==> src/rtl/conv_pkg.sv <==
`default_nettype none
// ============================================================================
// Module   : conv_pkg
// Brief    : Shared types and helpers for the convolution control sequencer:
//            FSM state codes, array latency and output-dimension helpers.
// Revision : 1.0 - initial release
// ============================================================================
package conv_pkg;

  localparam int STATE_W = 3;

  typedef enum logic [STATE_W-1:0] {
    ST_IDLE   = 3'd0,
    ST_CLEAR  = 3'd1,
    ST_LOAD_W = 3'd2,
    ST_STREAM = 3'd3,
    ST_DRAIN  = 3'd4,
    ST_DONE   = 3'd5
  } state_e;

  // Pixel-read to result-available latency of a K x K systolic array.
  function automatic int conv_lat(input int k);
    return 2 * k - 1;
  endfunction

  // Valid ("no padding") output dimension for one image axis.
  function automatic int out_dim(input int img, input int k);
    return img - k + 1;
  endfunction

endpackage
`default_nettype wire

==> src/rtl/conv_seq_ctrl_if.sv <==
`default_nettype none
// ============================================================================
// Module   : conv_seq_ctrl_if
// Brief    : Control/status and buffer-strobe bundle between the convolution
//            sequencer (master) and the datapath / host side (slave).
// Revision : 1.0 - initial release
// ============================================================================
interface conv_seq_ctrl_if #(
  parameter int ADDR_W = 8
);
  logic              start;
  logic              abort;
  logic              busy;
  logic              done;
  logic [2:0]        state;
  logic [2:0]        next_state;
  logic              pe_clear;
  logic              w_load_en;
  logic [ADDR_W-1:0] w_addr;
  logic              x_rd_en;
  logic [ADDR_W-1:0] x_addr;
  logic              y_wr_en;
  logic [ADDR_W-1:0] y_addr;

  modport master (
    input  start, abort,
    output busy, done, state, next_state, pe_clear,
           w_load_en, w_addr, x_rd_en, x_addr, y_wr_en, y_addr
  );

  modport slave (
    output start, abort,
    input  busy, done, state, next_state, pe_clear,
           w_load_en, w_addr, x_rd_en, x_addr, y_wr_en, y_addr
  );
endinterface
`default_nettype wire

==> src/rtl/valid_delay_line.sv <==
`default_nettype none
// ============================================================================
// Module   : valid_delay_line
// Brief    : DEPTH-stage shift register carrying the per-read "result valid"
//            bit through the array latency; synchronous flush empties it.
// Revision : 1.0 - initial release
// ============================================================================
module valid_delay_line #(
  parameter int DEPTH = 1
) (
  input  logic clk,
  input  logic rst,
  input  logic flush_i,
  input  logic din_i,
  output logic dout_o
);

  logic [DEPTH-1:0] sr_q;

  generate
    if (DEPTH == 1) begin : g_single
      // Single stage: the valid bit simply lands one cycle later.
      always_ff @(posedge clk) begin
        if (rst || flush_i) sr_q <= '0;
        else                sr_q <= din_i;
      end
    end else begin : g_multi
      // Shift toward the MSB; the MSB is the retiring result.
      always_ff @(posedge clk) begin
        if (rst || flush_i) sr_q <= '0;
        else                sr_q <= {sr_q[DEPTH-2:0], din_i};
      end
    end
  endgenerate

  assign dout_o = sr_q[DEPTH-1];

endmodule
`default_nettype wire

==> src/rtl/conv_seq_ctrl.sv <==
`default_nettype none
// ============================================================================
// Module   : conv_seq_ctrl
// Brief    : Per-frame sequencer for a K x K systolic convolution array:
//            clear PEs, load K*K weights, stream IMG_W*IMG_H pixels, drain the
//            array latency and write back only fully-covered output pixels.
// Revision : 1.0 - initial release
// ============================================================================
module conv_seq_ctrl
  import conv_pkg::*;
#(
  parameter int K      = 3,
  parameter int IMG_W  = 8,
  parameter int IMG_H  = 8,
  parameter int ADDR_W = 8,
  parameter int LAT    = conv_lat(K)
) (
  input logic             clk,
  input logic             rst,
  conv_seq_ctrl_if.master bus
);

  localparam logic [ADDR_W-1:0] W_LAST   = ADDR_W'(K * K - 1);
  localparam logic [ADDR_W-1:0] X_LAST   = ADDR_W'(IMG_W * IMG_H - 1);
  localparam logic [ADDR_W-1:0] COL_LAST = ADDR_W'(IMG_W - 1);
  localparam logic [ADDR_W-1:0] KM1      = ADDR_W'(K - 1);
  localparam logic [ADDR_W-1:0] ONE_A    = ADDR_W'(1);
  localparam logic [3:0]        D_LAST   = 4'(LAT - 1);

  state_e            state_q, state_d;
  logic [ADDR_W-1:0] w_cnt_q, x_cnt_q, row_q, col_q, y_cnt_q;
  logic [3:0]        d_cnt_q;

  logic busy, done, pe_clear, w_load_en, x_rd_en, y_wr_en, valid_in;

  // State register; reset and abort both land in IDLE.
  always_ff @(posedge clk) begin
    if (rst) state_q <= ST_IDLE;
    else     state_q <= state_d;
  end

  // Next-state selection and state-decoded strobes.
  always_comb begin
    state_d   = state_q;
    busy      = (state_q != ST_IDLE);
    done      = (state_q == ST_DONE);
    pe_clear  = (state_q == ST_CLEAR);
    w_load_en = (state_q == ST_LOAD_W);
    x_rd_en   = (state_q == ST_STREAM);
    case (state_q)
      ST_IDLE:   if (bus.start) state_d = ST_CLEAR;
      ST_CLEAR:  state_d = ST_LOAD_W;
      ST_LOAD_W: if (w_cnt_q == W_LAST) state_d = ST_STREAM;
      ST_STREAM: if (x_cnt_q == X_LAST) state_d = ST_DRAIN;
      ST_DRAIN:  if (d_cnt_q == D_LAST) state_d = ST_DONE;
      ST_DONE:   state_d = ST_IDLE;
      default:   state_d = ST_IDLE;
    endcase
    // Abort overrides everything, including a start seen in IDLE.
    if (bus.abort) state_d = ST_IDLE;
  end

  // Weight, pixel, row/col, drain and output counters; CLEAR rearms them.
  always_ff @(posedge clk) begin
    if (rst || state_q == ST_CLEAR) begin
      w_cnt_q <= '0;
      x_cnt_q <= '0;
      row_q   <= '0;
      col_q   <= '0;
      d_cnt_q <= '0;
      y_cnt_q <= '0;
    end else begin
      if (state_q == ST_LOAD_W && w_cnt_q != W_LAST) w_cnt_q <= w_cnt_q + ONE_A;
      if (state_q == ST_STREAM && x_cnt_q != X_LAST) begin
        x_cnt_q <= x_cnt_q + ONE_A;
        if (col_q == COL_LAST) begin
          col_q <= '0;
          row_q <= row_q + ONE_A;
        end else begin
          col_q <= col_q + ONE_A;
        end
      end
      if (state_q == ST_DRAIN && d_cnt_q != D_LAST) d_cnt_q <= d_cnt_q + 4'd1;
      if (y_wr_en) y_cnt_q <= y_cnt_q + ONE_A;
    end
  end

  // Only windows fully inside the image produce a stored result.
  assign valid_in = x_rd_en && (row_q >= KM1) && (col_q >= KM1);

  valid_delay_line #(
    .DEPTH (LAT)
  ) u_valid_dl (
    .clk     (clk),
    .rst     (rst),
    .flush_i (bus.abort),
    .din_i   (valid_in),
    .dout_o  (y_wr_en)
  );

  assign bus.busy       = busy;
  assign bus.done       = done;
  assign bus.state      = state_q;
  assign bus.next_state = state_d;
  assign bus.pe_clear   = pe_clear;
  assign bus.w_load_en  = w_load_en;
  assign bus.w_addr     = w_cnt_q;
  assign bus.x_rd_en    = x_rd_en;
  assign bus.x_addr     = x_cnt_q;
  assign bus.y_wr_en    = y_wr_en;
  assign bus.y_addr     = y_cnt_q;

endmodule
`default_nettype wire

==> src/flat_wrapper.sv <==
// flat-port wrapper written by rule: the top's interface ports become plain ports
module conv_seq_ctrl_flat import conv_pkg::*;
#(
  parameter int K      = 3,
  parameter int IMG_W  = 8,
  parameter int IMG_H  = 8,
  parameter int ADDR_W = 8,
  parameter int LAT    = conv_lat(K)
)
  (clk, rst, bus_start, bus_abort, bus_busy, bus_done, bus_state, bus_next_state, bus_pe_clear, bus_w_load_en, bus_w_addr, bus_x_rd_en, bus_x_addr, bus_y_wr_en, bus_y_addr);
  conv_seq_ctrl_if #(.ADDR_W(ADDR_W)) bus_i ();
  input logic clk;
  input logic rst;
  input wire logic [$bits(bus_i.start)-1:0] bus_start;
  input wire logic [$bits(bus_i.abort)-1:0] bus_abort;
  output wire logic [$bits(bus_i.busy)-1:0] bus_busy;
  output wire logic [$bits(bus_i.done)-1:0] bus_done;
  output wire logic [$bits(bus_i.state)-1:0] bus_state;
  output wire logic [$bits(bus_i.next_state)-1:0] bus_next_state;
  output wire logic [$bits(bus_i.pe_clear)-1:0] bus_pe_clear;
  output wire logic [$bits(bus_i.w_load_en)-1:0] bus_w_load_en;
  output wire logic [$bits(bus_i.w_addr)-1:0] bus_w_addr;
  output wire logic [$bits(bus_i.x_rd_en)-1:0] bus_x_rd_en;
  output wire logic [$bits(bus_i.x_addr)-1:0] bus_x_addr;
  output wire logic [$bits(bus_i.y_wr_en)-1:0] bus_y_wr_en;
  output wire logic [$bits(bus_i.y_addr)-1:0] bus_y_addr;
  assign bus_i.start = bus_start;
  assign bus_i.abort = bus_abort;
  assign bus_busy = bus_i.busy;
  assign bus_done = bus_i.done;
  assign bus_state = bus_i.state;
  assign bus_next_state = bus_i.next_state;
  assign bus_pe_clear = bus_i.pe_clear;
  assign bus_w_load_en = bus_i.w_load_en;
  assign bus_w_addr = bus_i.w_addr;
  assign bus_x_rd_en = bus_i.x_rd_en;
  assign bus_x_addr = bus_i.x_addr;
  assign bus_y_wr_en = bus_i.y_wr_en;
  assign bus_y_addr = bus_i.y_addr;
  conv_seq_ctrl #(.K(K), .IMG_W(IMG_W), .IMG_H(IMG_H), .ADDR_W(ADDR_W), .LAT(LAT)) u_core (.clk(clk), .rst(rst), .bus(bus_i));
endmodule
==> config.mk <==
export PLATFORM = sky130hd
export DESIGN_NAME = conv_seq_ctrl_flat
export DESIGN_NICKNAME = d
export VERILOG_FILES = /design/src/rtl/conv_pkg.sv /design/src/rtl/conv_seq_ctrl_if.sv /design/src/rtl/valid_delay_line.sv /design/src/rtl/conv_seq_ctrl.sv /design/src/flat_wrapper.sv
export SDC_FILE = /design/constraint.sdc
export NUM_CORES = 1
export LEC_CHECK = 0
export ABC_AREA = 1
export CAP_MARGIN = 10
export CORE_MARGIN = 2
export CORE_UTILIZATION = 49
export CTS_CLUSTER_DIAMETER = 60
export DETAILED_ROUTE_END_ITERATION = 8
export PLACE_DENSITY = 0.76
export REMOVE_ABC_BUFFERS = 1
export SLEW_MARGIN = 40
export SYNTH_ARGS = -nofsm -noshare
export SYNTH_HDL_FRONTEND = slang
export SYNTH_SLANG_ARGS = --single-unit
==> constraint.sdc <==
create_clock -name clk -period 1.7 [get_ports clk]
set_clock_uncertainty 0.2 [all_clocks]
set_input_delay 0.425 -clock clk [delete_from_list [all_inputs] [get_ports clk]]
set_output_delay 0.425 -clock clk [all_outputs]
set_load 0.02 [all_outputs]
* Word-level counts from Yosys, hierarchy flattened
Index checks and enable logic that the tools add are counted.
** Word-level totals
- Register bits after elaboration :: 52
- Bits of input ports :: 4
** Cells by class
- Add/subtract/negate cells :: 6
- Order comparisons :: 2
- Eq/ne operators :: 12
- Multiplexer cells :: 7
- Reduce and logical (&&, ||, !) cells :: 10
** Operators with widths (count)
- $add 8x1->8 const B :: 5
- $ge 8x2->1 const B :: 2
- $mux 3 :: 5
- $pmux 3 s5 :: 1
- $eq 8x3->1 const B :: 1
- $eq 8x4->1 const B :: 1
- $eq 8x6->1 const B :: 1
- $mux 8 :: 1
- $ne 8x4->1 const B :: 1
- $ne 8x6->1 const B :: 1
- $eq 3x2->1 const B :: 2
- $eq 3x3->1 const B :: 2
- $logic_and 1x1->1 :: 5
- $add 4x1->4 const B :: 1
- $eq 4x3->1 const B :: 1
- $ne 4x3->1 const B :: 1
- $eq 3x1->1 const B :: 1
- $logic_not 3->1 :: 1
- $reduce_bool 3->1 :: 1
- $logic_or 1x1->1 :: 2
- $reduce_and 2->1 :: 1

* Logic depth before layout (Yosys ltp)
Gate-level depths: netlist of run 1.
- Depth after elaboration :: 4
- Depth in mapped cells :: 9
- Gate-level depth less buffers :: 8

* Modules after synthesis
A second synthesis of run 1 with hierarchy kept.
** Second synthesis, totals
- Cell total of the unflattened synthesis :: 417
- Area, all modules :: 2911.5 µm²
** Modules (own cells, without submodules)
- conv_seq_ctrl :: times used 1, cells an instance 399, area each 2742.6 µm², sequential area each 940.9 µm²
- valid_delay_line :: times used 1, cells an instance 18, area each 168.9 µm², sequential area each 100.1 µm²

* Worst setup path after synthesis of run 1
No wires, ideal clock.
- Path type :: flip-flop to output port
- Start point :: register u_core.x_cnt_q[0] (netlist: u_core.bus.x_addr[0])
- End point :: output port bus_next_state[2]
- Arrival time :: 1475 ps
- Data required time :: 1075 ps
- Slack :: -400 ps
- Cell stages (with the launch flop) :: 8
- Cell sequence :: dfxtp_1 > ha_1 > inv_1 > nor2_1 > nand3_1 > o21ai_0 > inv_1 > nor2_1
** On the way
- Longest elaborated chain between the ends :: 4
** RTL lines
- start, declared :: line conv_seq_ctrl.sv:31 : logic [ADDR_W-1:0] w_cnt_q, x_cnt_q, row_q, col_q, y_cnt_q;
- start signal, assigned :: line conv_seq_ctrl.sv:75 : x_cnt_q <= x_cnt_q + ONE_A;
- $eq 8x6->1 :: line conv_seq_ctrl.sv:54 : ST_STREAM: if (x_cnt_q == X_LAST) state_d = ST_DRAIN;
- $mux 3 :: line conv_seq_ctrl.sv:54
- $pmux 3 s5 :: line conv_seq_ctrl.sv:50 : case (state_q)
- $mux 3 :: line conv_seq_ctrl.sv:60 : if (bus.abort) state_d = ST_IDLE;
- end, declared :: line flat_wrapper.sv:19 : output wire logic [$bits(bus_i.next_state)-1:0] bus_next_state;
No other way between the ends.

* Worst setup path after layout of run 1
- Start point :: register u_core.x_cnt_q[1] (netlist: u_core.bus.x_addr[1])
- End point :: output port bus_next_state[2]
The elaborated chain is that of the path after synthesis.

==> impl_results.md, run 1 <==
- GRT Resource Usage Total: 24.9%
- CTS tree: done
- Worst setup timing slack at the placement stage: -837 ps
- Synth area leader: sky130_fd_sc_hd__dfxtp_1
- Total wire length: around 7900 µm
- Number of buffers added on ports: 39
- Number of slew-limit violations in the final report: 0
- Worst-case clock buffer depth: 2
- Crit Path Category: flip-flop to output pin
- Worst-path clk slew: about 110 ps
- Ranking of synthesized cells by area: sky130_fd_sc_hd__dfxtp_1 38%, sky130_fd_sc_hd__nand2_1 14%, sky130_fd_sc_hd__inv_1 8.0%, sky130_fd_sc_hd__nand3_1 7.9%, sky130_fd_sc_hd__nor2_1 6.7%
- Type of the worst min-delay path: flip-flop to flip-flop
- Number of global-route vias before repair: roughly 2,800
- Number of hold violations in the final report: 0
- Synth cell types: 26
- Area of the die: approximately 6200 µm²
- Data required time of the critical path: around 1100 ps
- Count of inserted antenna diode cells: 0
- DR pass1 iterations: 4
- Cts bufs inserted: 5
- HPWL Detailed: around 4700 µm
- Final instance area: a little over 4000 µm²
- Clk sinks: 52
- Xor/xnor share of the synthesized area: approximately 3.5%
- Initial antenna violation count: 0
- Buffer and inverter count on the worst path: 3
- Pin count of the biggest net entering global routing: 23
- Worst path setup slack after routing: -451 ps
- CP Data Arrival Time: about 1500 ps
- Simple-gate area share of the yosys netlist: 34.2%
- Largest family of logic cells by synthesized area: simple AND/OR/NAND/NOR gates
- YS warnings: 0
- Max IR drop VDD: 0.000438 V
- Placement Rows: 27
- Most utilized layer in the global route result: met2
- Starting density of the core: 50.3%
- Overall overflow remaining after global route: 0
- Critical path, cell by cell: ha_4 > inv_2 > nor2_4 > nand3_4 > o21ai_2 > inv_2 > nor2_2 > buf_6
- Max_slew headroom: between 80% and 90%
- Violations in the final reports: setup timing
- Insertion delay of the later-clocked pin in the worst-skew pair: approximately 320 ps
- Critical path launch point type: flip-flop
- P_leak: 1.74 nW
- Sequential standard cell area: ~1100 µm²
- Detail-routed via count per cell: 5.04
- Multi-input gate area: about 1600 µm²
- Drc violations: 0
- Mapped Cells: about 400
- Instance area at placement: approximately 3600 µm²
- Core region area: around 5400 µm²
- Area share of the leading cell type in the synthesized netlist: a little under two fifths
- GRT met3 Usage: under 10%
- Number of nets in the finished design: between 500 and 600
- Critical path's slowest cell: sky130_fd_sc_hd__dfxtp_2
- Share of final-layout standard cells stronger than drive strength 1: around 33%
- Area share of fa/ha/maj cells after synthesis: 4.57%
- Root buffer cell: sky130_fd_sc_hd__clkbuf_8
- Synth Area in Compound Gates: ~9.9%
- Via count: ~3,000
- Fmax: roughly 0.46 GHz
- Layout overhead on the synthesized area: 47.3%
- Outcome: finished with violations
- Antenna-violating nets left: 0
- Global-route met1 utilization: 29.6%
- Shortest period the worst path allows: roughly 2200 ps
- Placer Congestion: roughly 0.79
- Total number of H-tree levels: 2
- Synthesized flop and latch total: 52
- Critical Path Most Common Cell: sky130_fd_sc_hd__inv_2
- Average size of a mapped cell: 6.67 µm²
- Unrepaired setup endpoints after global routing: true
- Number of DRC markers after the initial detailed-route iteration: 171
- Number of filler cells placed in the layout: roughly 410
- Die Y-Extent: between 70 and 80 µm
- Worst Tran Pin Value: 280 ps
- Endpoint class of the critical path: output pin
- Proportion of synthesized chip area in sequential cells: 38.1%
- Global-route wire length before repair: 12,400 µm
- Pwr per Cell Area: 532 nW/µm²
- R2R setup slack: -20 ps
- Cell class contributing the biggest share of worst-path delay: flip-flops
- Share of the clock period used by the worst path after layout: 127%
- Total of max-cap violations: 0
- Final setup violating endpoints: 16
- Cell area after synthesis: 2740 µm²
- Maximum fanout along the worst path: 3
- Routed len/inst: roughly 13 µm
- Portion of netlist area occupied by mux cells: 0%
- Met2 Usage GRT: between 40% and 50%
- Largest incremental delay on the critical path: about 380 ps
- Die extent in x: 78.7 µm
- Number of top-level design ports: 40
power by group:
part	total (mW)	internal, mW	switching (mW)
sequential	1.22	1.22	0.00387
clock	0.757	0.303	0.454
combinational	0.164	0.0746	0.0895
cell usage after synthesis, drive strengths merged:
master	instances
a21oi	34
buf	5
clkbuf	3
dfxtp	52
ha	10
inv	59
nand2	106
nand3	43
nand4	5
nor2	52
nor3	7
nor3b	3
nor4	1
o21a	1
o21ai	14
o21bai	3
or2	1
xnor2	2
xor2	9
state kept, by name, indices dropped and copies added (netlist names):
name                    count
u_core.bus.x_addr           8
u_core.bus.y_addr           8
u_core.col_q                8
u_core.row_q                8
u_core.bus.w_addr           8
u_core.bus.state            3
u_core.u_valid_dl.sr_q      5
u_core.d_cnt_q              4
stage by stage:
| stage | total power [mW] | utilization [%] | TNS [ps] | hold WS, ps | cells |
|---|---|---|---|---|---|
| 6_report | 2.14 | 74.1 | -2390 | 196 | 591 |
| 5_1_grt | 2.22 | 74.1 | -4120 | 207 | 591 |
| 4_1_cts | 2.14 | 71.7 | -1970 | 202 | 583 |
| 3_5_place_dp | 1.37 | 65.7 | -6910 | 202 | 567 |
| 3_3_place_gp | 1.37 | 65.7 | -5710 | 195 | 567 |
| 2_1_floorplan | 1.31 | - | -7030 | 194 | 402 |
worst min-delay path, delay by kind of cell, from the launching register on:
family	cells	cell delay (ps)
buffers and inverters	1	40
and+or+nand+nor	1	30
DFF	1	310
cells by family after synthesis:
group                      count (synthesis)
DFF                                       52
adders and majority gates                 10
AOI/OAI and AO/OA                         52
xor gates and xnor gates                  11
buffers and inverters                     67
and+or+nand+nor                          218
cells in the final DEF, fill, tap and decap left out, types with 23 or more instances in the layout:
master | synthesis | routed
sky130_fd_sc_hd__inv_1 | 58 | 46
sky130_fd_sc_hd__nand3_1 | 43 | 35
sky130_fd_sc_hd__nor2_1 | 49 | 42
sky130_fd_sc_hd__dfxtp_1 | 52 | 39
sky130_fd_sc_hd__buf_6 | 0 | 23
sky130_fd_sc_hd__nand2_1 | 105 | 96
sky130_fd_sc_hd__a21oi_1 | 34 | 33
sky130_fd_sc_hd__buf_4 | 4 | 55
final timing paths:
path	startpoint	to	cells after the start
max	u_core.bus.x_addr[1]	bus_next_state[2]	8
min	u_core.u_valid_dl.sr_q[3]	u_core.u_valid_dl.sr_q[4]	2
max reg2reg	u_core.bus.x_addr[1]	u_core.row_q[0]	10
min reg2reg	u_core.u_valid_dl.sr_q[3]	u_core.u_valid_dl.sr_q[4]	2
layer usage:
layer / vias up / wire [µm]
met5: - / 0
met4: 0 / 127
met3: 11 / 301
met2: 78 / 4180
met1: 1370 / 3270
li1: 1518 / -
repair_timing:
action | CTS | global route
hold buffers | 0 | 0
cloned | 0 | 2
gates resized for setup | 172 | 61
buffers inserted | 8 | 9
endpoints found under the hold margin | 0 | 0
pin swaps | 17 | 17
setup endpoints to repair | 45 | 62
layout make-up:
cell class / instances / share of cell area [%]
clock buffer: 5 / 1.71
sequential: 52 / 26.4
timing repair buffer: 109 / 23.6
multi-input combinational: 291 / 39.6
inverter: 59 / 5.72
clock inverter: 3 / 0.683
tap: 72 / 2.24
Note: power is estimated with default switching activity, not from simulation.
==> run 2: changes to the inputs <==
--- a/config.mk
+++ b/config.mk
@@ -5,13 +5,13 @@
 export SDC_FILE = /design/constraint.sdc
 export NUM_CORES = 1
 export LEC_CHECK = 0
-export ABC_AREA = 1
+export ABC_AREA = 0
 export CAP_MARGIN = 10
 export CORE_MARGIN = 2
-export CORE_UTILIZATION = 49
-export CTS_CLUSTER_DIAMETER = 60
+export CORE_UTILIZATION = 48
+export CTS_CLUSTER_DIAMETER = 120
 export DETAILED_ROUTE_END_ITERATION = 8
-export PLACE_DENSITY = 0.76
+export PLACE_DENSITY = 0.75
 export REMOVE_ABC_BUFFERS = 1
 export SLEW_MARGIN = 40
 export SYNTH_ARGS = -nofsm -noshare
==> run 2 against run 1 <==
  * The run still ends with setup timing left
  * Global-route usage rose by 5.0 points
  * Clock power rose by 0.7%
  * Routed wire length rose by 39%
  * Die area fell by 4.6%
  * Flip-flop and latch count did not move
  * Combinational power rose by 34%
  * Worst setup slack got worse by 510 ps
  * Synthesized cell count fell by 31%
==> impl_results.md, run 2 <==
- Cts bufs inserted: 5 (unchanged)
- Core region area: 5110 µm² (-6.1%)
- Number of cells in the design after placement: 462 (-19%)
- Pint: 1.65 mW (+3.8%)
- Max_slew headroom: 68.2% (-13 points)
- Number of top-level design ports: 40 (unchanged)
- Switching power: 0.545 mW (-0.48%)
- Number of slew-limit violations in the final report: 0 (unchanged)
- Total wire length: 10,900 µm (+39%)
- Total number of H-tree levels: 2 (unchanged)
- Max IR drop VDD: 0.000418 V (-4.4%)
- Logic gate share of total power: 10.0% (+2.3 points)
- Worst Tran Pin Value: 476 ps (+196 ps)
- Most used flip-flop cell after synthesis: sky130_fd_sc_hd__dfxtp_1
- Xor/xnor share of the synthesized area: 8.93% (+5.4 points)
- GRT met3 Usage: 4.47% (+0.61 points)
- Crit Path Category: flip-flop to output pin
- Endpoint class of the critical path: output pin
- Number of DRC markers after the initial detailed-route iteration: 205 (+20%)
- Cell area after synthesis: 2550 µm² (-6.8%)
- Number of non-filler instances in the completed layout: 490 (-17%)
- Proportion of power drawn by the clock network: 34.6% (-0.8 points)
- Most used cells in the layout excluding fill and tap cells: 72 x sky130_fd_sc_hd__buf_4, 40 x sky130_fd_sc_hd__dfxtp_1, 26 x sky130_fd_sc_hd__buf_6
- Via count: 3,080 (+3.5%)
- Mapped Cells: 284 (-31%)
- Portion of netlist area occupied by mux cells: 0.785% (+0.79 points)
- Pwr per Cell Area: 495 nW/µm² (-7.0%)
- Cell class contributing the biggest share of worst-path delay: compound AO/OA/AOI/OAI gates
- Met2 Usage GRT: 53.5% (+7.3 points)
- Worst-path clk slew: 100 ps (about the same)
- Maximum fanout along the worst path: 2 (-1)
- Sequential standard cell area: 1070 µm² (+0.35%)
- Outcome: finished with violations
- Overall overflow remaining after global route: 0 (unchanged)
- Starting density of the core: 49.9% (-0.39 points)
- Insertion delay of the later-clocked pin in the worst-skew pair: 320 ps (about the same)
- Synthesized flop and latch total: 52 (unchanged)
- Root buffer cell: sky130_fd_sc_hd__clkbuf_8
- Fmax: 0.376 GHz (-19%)
- Critical path launch point type: flip-flop
- Shortest period the worst path allows: 2660 ps (+507 ps)
- Layout overhead on the synthesized area: 74.4%
- Sum Neg Setup Slack: -13,640 ps (-11,250 ps)
- Area of the die: 5910 µm² (-4.6%)
- Util after Layout: 87.0% (+13 points)
- Most common cell in the synthesized netlist: sky130_fd_sc_hd__dfxtp_1
- Detail-routed via count per cell: 6.29 (+25%)
- Worst setup timing slack at the placement stage: -1040 ps (-204 ps)
- CTS tree: done
- Die extent in x: 76.9 µm (-2.3%)
- CP Data Arrival Time: 2030 ps (+500 ps)
- GRT Resource Usage Total: 29.9% (+5.0 points)
- Proportion of synthesized chip area in sequential cells: 40.8% (+2.8 points)
- Ranking of synthesized cells by area: sky130_fd_sc_hd__dfxtp_1 41%, sky130_fd_sc_hd__xnor2_1 5.5%, sky130_fd_sc_hd__nor2_1 5.4%, sky130_fd_sc_hd__ha_1 4.9%, sky130_fd_sc_hd__nand3_1 3.7%
- Global-route wire length before repair: 14,000 µm (+13%)
- Largest incremental delay on the critical path: 520 ps (+140 ps)
- Number of filler cells placed in the layout: 231 (-44%)
- P_leak: 1.79 nW (+2.7%)
- Synth Area in Compound Gates: 11.5% (+1.7 points)
- Number of global-route vias before repair: 2,850 (+1.4%)
- Worst-case clock buffer depth: 2 (unchanged)
- Switching Fraction: 24.8% (-0.79 points)
- Synth area leader: sky130_fd_sc_hd__dfxtp_1
- Most utilized layer in the global route result: met2
- Global-route met1 utilization: 35.0% (+5.4 points)
- Relative contribution of sequential cells to total power: 55.4% (-1.6 points)
- Routed len/inst: 22.3 µm (+67%)
- Placer Congestion: 0.892 (+12%)
- Critical path, cell by cell: inv_1 > ha_1 > or4b_4 > nor3_4 > a2111oi_2 > nor2_1 > buf_4
- Data required time of the critical path: 1070 ps (about the same)
- Share of the clock period used by the worst path after layout: 156% (+30 points)
- Post-synth top cells: 52 x sky130_fd_sc_hd__dfxtp_1, 37 x sky130_fd_sc_hd__nor2_1, 19 x sky130_fd_sc_hd__nand3_1
- Antenna-violating nets left: 0 (unchanged)
- Post-synth EDFFs: 0 (unchanged)
- Number of nets in the finished design: 433 (-19%)
- Clk sinks: 52 (unchanged)
- Average size of a mapped cell: 8.97 µm² (+35%)
- Violations in the final reports: setup timing
- Ys async rst share: 0% (unchanged)
- Total of max-cap violations: 0 (unchanged)
- Unrepaired setup endpoints after global routing: true
- Area share of the leading cell type in the synthesized netlist: 40.8% (+2.8 points)
- Buffer and inverter count on the worst path: 2 (-1)
- Type of the worst min-delay path: flip-flop to flip-flop
- Critical path's slowest cell: sky130_fd_sc_hd__a2111oi_2
- Number of hold violations in the final report: 0 (unchanged)
- Synth cell types: 50 (+92%)
- YS warnings: 0 (unchanged)
- Number of buffers added on ports: 39 (unchanged)
- Pin count of the biggest net entering global routing: 25 (+8.7%)
- Most common cell after layout, fill and taps aside: sky130_fd_sc_hd__buf_4
- Largest family of logic cells by synthesized area: simple AND/OR/NAND/NOR gates
- Die Y-Extent: 76.9 µm (-2.3%)
- Count of inserted antenna diode cells: 0 (unchanged)
- HPWL Detailed: 4900 µm (+3.4%)
- Share of final-layout standard cells stronger than drive strength 1: 53.1% (+21 points)
- Final setup violating endpoints: 56 (+40)
- Simple-gate area share of the yosys netlist: 28.9% (-5.3 points)
- Placement Rows: 26 (-3.7%)
- Drc violations: 0 (unchanged)
- Area share of fa/ha/maj cells after synthesis: 4.91% (+0.33 points)
- Multi-input gate area: 1890 µm² (+18%)
- Worst path setup slack after routing: -958 ps (-507 ps)
- DR pass1 iterations: 6 (+2)
- Initial antenna violation count: 0 (unchanged)
## run 2: cell types whose count changed after synthesis, moves of 8 or more
cell,before,now
sky130_fd_sc_hd__nand3_1,43,19
sky130_fd_sc_hd__inv_1,58,9
sky130_fd_sc_hd__nand2_1,105,15
sky130_fd_sc_hd__a21oi_1,34,15
sky130_fd_sc_hd__o21ai_0,13,5
sky130_fd_sc_hd__nor2_1,49,37
sky130_fd_sc_hd__xnor2_1,2,16
## run 2: repair_timing
action,4_1_cts,5_1_grt
hold buffers,0,0
hold endpoints to repair,0,0
setup endpoints to repair,80,70
pin swaps,44,22
gates cloned,1,4
buffers inserted,11,6
resized for setup,200,83
## run 2: worst reg2reg max path: cells and delay by family (launching register included)
| kind | cells | cell delay [ps] |
|---|---|---|
| AOI/OAI and AO/OA | 1 | 340 |
| adders and majority gates | 1 | 150 |
| buffers and inverters | 3 | 340 |
| DFF | 1 | 350 |
| muxes | 1 | 230 |
| and+or+nand+nor | 2 | 590 |
## run 2: metal layers
metal	part of all wire, %	vias to the layer above
li1	-	1287
met1	38	1513
met2	49	206
met3	7.8	74
met4	5.8	0
met5	0	-
## run 2: cell type report
class,instances,area share [%]
multi-input cells,213,42.5
repair buffers,137,28.5
flip-flops and latches,52,24.0
well taps,70,1.97
clock buffers,7,1.94
inverters,10,0.957
clock inverters,1,0.169
## run 2: power by group through the flow
stage               sequential (mW)  combinational [mW]  clock (mW)
CTS                            1.22               0.139       0.747
floorplan                      1.26              0.0405           0
global placement               1.25               0.111           0
global route                   1.22               0.225       0.801
detailed placement             1.25               0.113           0
finish                         1.22               0.220       0.762
## run 2: through the flow
step,power [mW],hold WS [ps],area (µm²)
floorplan,1.30,206,2480
global placement,1.36,208,3570
detailed placement,1.36,218,3570
CTS,2.11,239,4090
global route,2.24,269,4450
finish,2.20,252,4450
## run 2: cell families (layout without fill, tap and decap cells)
| logic type | count (synthesis) | count (layout) |
|---|---|---|
| buffers and inverters | 19 | 155 |
| and+or+nand+nor | 131 | 131 |
| AOI/OAI and AO/OA | 44 | 44 |
| adders and majority gates | 10 | 10 |
| DFF | 52 | 52 |
| muxes | 2 | 2 |
| xor gates and xnor gates | 26 | 26 |
## run 2: path summary, 6_finish.rpt
check	startpoint	to	slack, ps	depth (start not counted)
setup / recovery	u_core.bus.w_addr[0]	bus_next_state[0]	-960	7
hold / removal	u_core.u_valid_dl.sr_q[0]	u_core.u_valid_dl.sr_q[1]	250	1
setup reg to reg	u_core.bus.w_addr[0]	u_core.bus.w_addr[1]	-610	8
hold reg to reg	u_core.u_valid_dl.sr_q[0]	u_core.u_valid_dl.sr_q[1]	250	1
==> run 3: changes to the inputs <==
--- a/config.mk
+++ b/config.mk
@@ -7,11 +7,13 @@
 export LEC_CHECK = 0
 export ABC_AREA = 0
 export CAP_MARGIN = 10
+export CORE_ASPECT_RATIO = 0.75
 export CORE_MARGIN = 2
 export CORE_UTILIZATION = 48
 export CTS_CLUSTER_DIAMETER = 120
 export DETAILED_ROUTE_END_ITERATION = 8
 export PLACE_DENSITY = 0.75
+export RECOVER_POWER = 100
 export REMOVE_ABC_BUFFERS = 1
 export SLEW_MARGIN = 40
 export SYNTH_ARGS = -nofsm -noshare
==> run 3 against run 2 <==
  * First-iteration DRC count increased by 64%
  * Cell count up 1.8%
  * Die area barely moved
  * Core utilization shrank 0.25 points
  * The run still ends with setup timing left
  * Global-route usage is 5.9 points higher
  * Routed wire length is 6.1% higher
==> impl_results.md, run 3 (same netlist as run 2, synthesis figures left out) <==
- Most used cells in the layout excluding fill and tap cells: 67 x sky130_fd_sc_hd__buf_4, 42 x sky130_fd_sc_hd__buf_6, 39 x sky130_fd_sc_hd__dfxtp_1
- Placement Rows: 22 (-15%)
- Routed len/inst: 23.2 µm (+4.2%)
- Overall overflow remaining after global route: 0 (unchanged)
- Number of slew-limit violations in the final report: 0 (unchanged)
- Crit Path Category: flip-flop to output pin
- Violations in the final reports: setup timing
- Layout overhead on the synthesized area: 70.6%
- Data required time of the critical path: 1070 ps (about the same)
- Total number of H-tree levels: 2 (unchanged)
- Placer Congestion: 0.824 (-7.6%)
- Clk sinks: 52 (unchanged)
- Share of final-layout standard cells stronger than drive strength 1: 50.1% (-3.0 points)
- Maximum fanout along the worst path: 2 (unchanged)
- Most utilized layer in the global route result: met2
- Root buffer cell: sky130_fd_sc_hd__clkbuf_8
- Total of max-cap violations: 0 (unchanged)
- Die extent in x: 88.1 µm (+15%)
- Met2 Usage GRT: 61.7% (+8.2 points)
- Fmax: 0.363 GHz (-3.6%)
- Final setup violating endpoints: 60 (+7.1%)
- Number of cells in the design after placement: 465 (+0.65%)
- Insertion delay of the later-clocked pin in the worst-skew pair: 320 ps (about the same)
- Max IR drop VDD: 0.000594 V (+42%)
- Pin count of the biggest net entering global routing: 15 (-40%)
- Share of the clock period used by the worst path after layout: 162% (+5.8 points)
- Cts bufs inserted: 5 (unchanged)
- Number of top-level design ports: 40 (unchanged)
- Count of inserted antenna diode cells: 0 (unchanged)
- HPWL Detailed: 4890 µm (-0.29%)
- GRT met3 Usage: 8.18% (+3.7 points)
- Worst Tran Pin Value: 565 ps (+88.9 ps)
- Worst-path clk slew: 100 ps (about the same)
- Detail-routed via count per cell: 6.25 (-0.53%)
- PnR Total Power: 2.22 mW (+0.73%)
- Number of global-route vias before repair: 2,873 (+0.81%)
- Number of hold violations in the final report: 0 (unchanged)
- Worst-case clock buffer depth: 2 (unchanged)
- Die Y-Extent: 67.1 µm (-13%)
- CTS tree: done
- Total wire length: 11,600 µm (+6.1%)
- Area of the die: 5910 µm² (about the same)
- Outcome: finished with violations
- Number of non-filler instances in the completed layout: 499 (+1.8%)
- Worst slack on hold paths: 240 ps (-11.8 ps)
- GRT Resource Usage Total: 35.7% (+5.9 points)
- Number of nets in the finished design: 441 (+1.8%)
- Core region area: 5010 µm² (-1.9%)
- Type of the worst min-delay path: flip-flop to flip-flop
- Pwr per Cell Area: 510 nW/µm² (+3.0%)
- Worst path setup slack after routing: -1060 ps (-98.7 ps)
- P_leak: 1.78 nW (-0.28%)
- Starting density of the core: 50.9% (+0.97 points)
- Initial antenna violation count: 0 (unchanged)
- Global-route wire length before repair: 15,600 µm (+11%)
- Via count: 3,120 (+1.3%)
- Number of DRC markers after the initial detailed-route iteration: 336 (+64%)
- Global-route met1 utilization: 43.7% (+8.7 points)
- Shortest period the worst path allows: 2760 ps (+98.7 ps)
- CP Data Arrival Time: 2130 ps (+100 ps)
- Endpoint class of the critical path: output pin
- Critical path launch point type: flip-flop
- Max_slew headroom: 61.8% (-6.4 points)
- Number of buffers added on ports: 39 (unchanged)
- Number of hold buffers added after cts: 0 (unchanged)
- Drc violations: 0 (unchanged)
- DR pass1 iterations: 6 (unchanged)
- Antenna-violating nets left: 0 (unchanged)
- Unrepaired setup endpoints after global routing: true
- Most common cell after layout, fill and taps aside: sky130_fd_sc_hd__buf_4
[run 3: cell count changes in the layout (fill, tap and decap cells not counted), sizes merged]
cell           delta
buf               +2
clkbuf            +9
clkdlybuf4s15     -4
clkdlybuf4s50     -1
clkinv            -1
clkinvlp          -1
dlygate4sd2       +1
dlygate4sd3       +1
inv               +1
[run 3: area by class of cell]
class / instances / area, µm²
multi-input cells: 213 / 1740
flip-flops and latches: 52 / 1070
repair buffers: 145 / 1300
fillers: 247 / 662
clock buffers: 7 / 96.3
well taps: 72 / 90.1
inverters: 10 / 45.0
[run 3: worst max-delay path, cell delays in order (launching register included)]
cell and delay, ps:
sky130_fd_sc_hd__dfxtp_2 340, sky130_fd_sc_hd__inv_1 90, sky130_fd_sc_hd__ha_1 180, sky130_fd_sc_hd__nand3b_1 150
sky130_fd_sc_hd__nor4b_1 530, sky130_fd_sc_hd__a2111oi_2 170, sky130_fd_sc_hd__nor2_1 180, sky130_fd_sc_hd__buf_4 170
[run 3: per-stage QoR]
step	TNS, ps	area (µm²)	utilization, %	worst slack, ps
finish	-20640	4350	86.8	-1060
global route	-21650	4350	86.8	-1050
CTS	-11880	4190	83.6	-710
detailed placement	-13880	3570	71.2	-1040
global placement	-12040	3570	71.2	-965
floorplan	-27180	2480	-	-908
[run 3: final timing paths]
kind	start	slack, ps	cells past startpoint	end
max	u_core.d_cnt_q[0]	-1060	7	bus_next_state[0]
min	u_core.u_valid_dl.sr_q[2]	240	1	u_core.u_valid_dl.sr_q[3]
max reg2reg	u_core.bus.x_addr[1]	-550	9	u_core.col_q[2]
min reg2reg	u_core.u_valid_dl.sr_q[2]	240	1	u_core.u_valid_dl.sr_q[3]
[run 3: layer usage]
metal | wire [µm] | part of all wire [%]
met4 | 607 | 5.2
met1 | 4590 | 40
met3 | 1220 | 11
met5 | 0 | 0
met2 | 5170 | 45
[run 3: what timing repair did]
item / CTS / global route
pin swaps: 38 / 18
gates resized for setup: 207 / 72
buffers inserted: 17 / 13
endpoints found under the setup margin: 83 / 75
gates cloned: 3 / 0
[run 3: power breakdown]
part,leakage (nW),switching [mW],internal (mW)
Sequential,0.427,0.00518,1.21
Clock,0.0503,0.435,0.364
Combinational,1.31,0.102,0.0956
Total,1.78,0.543,1.67
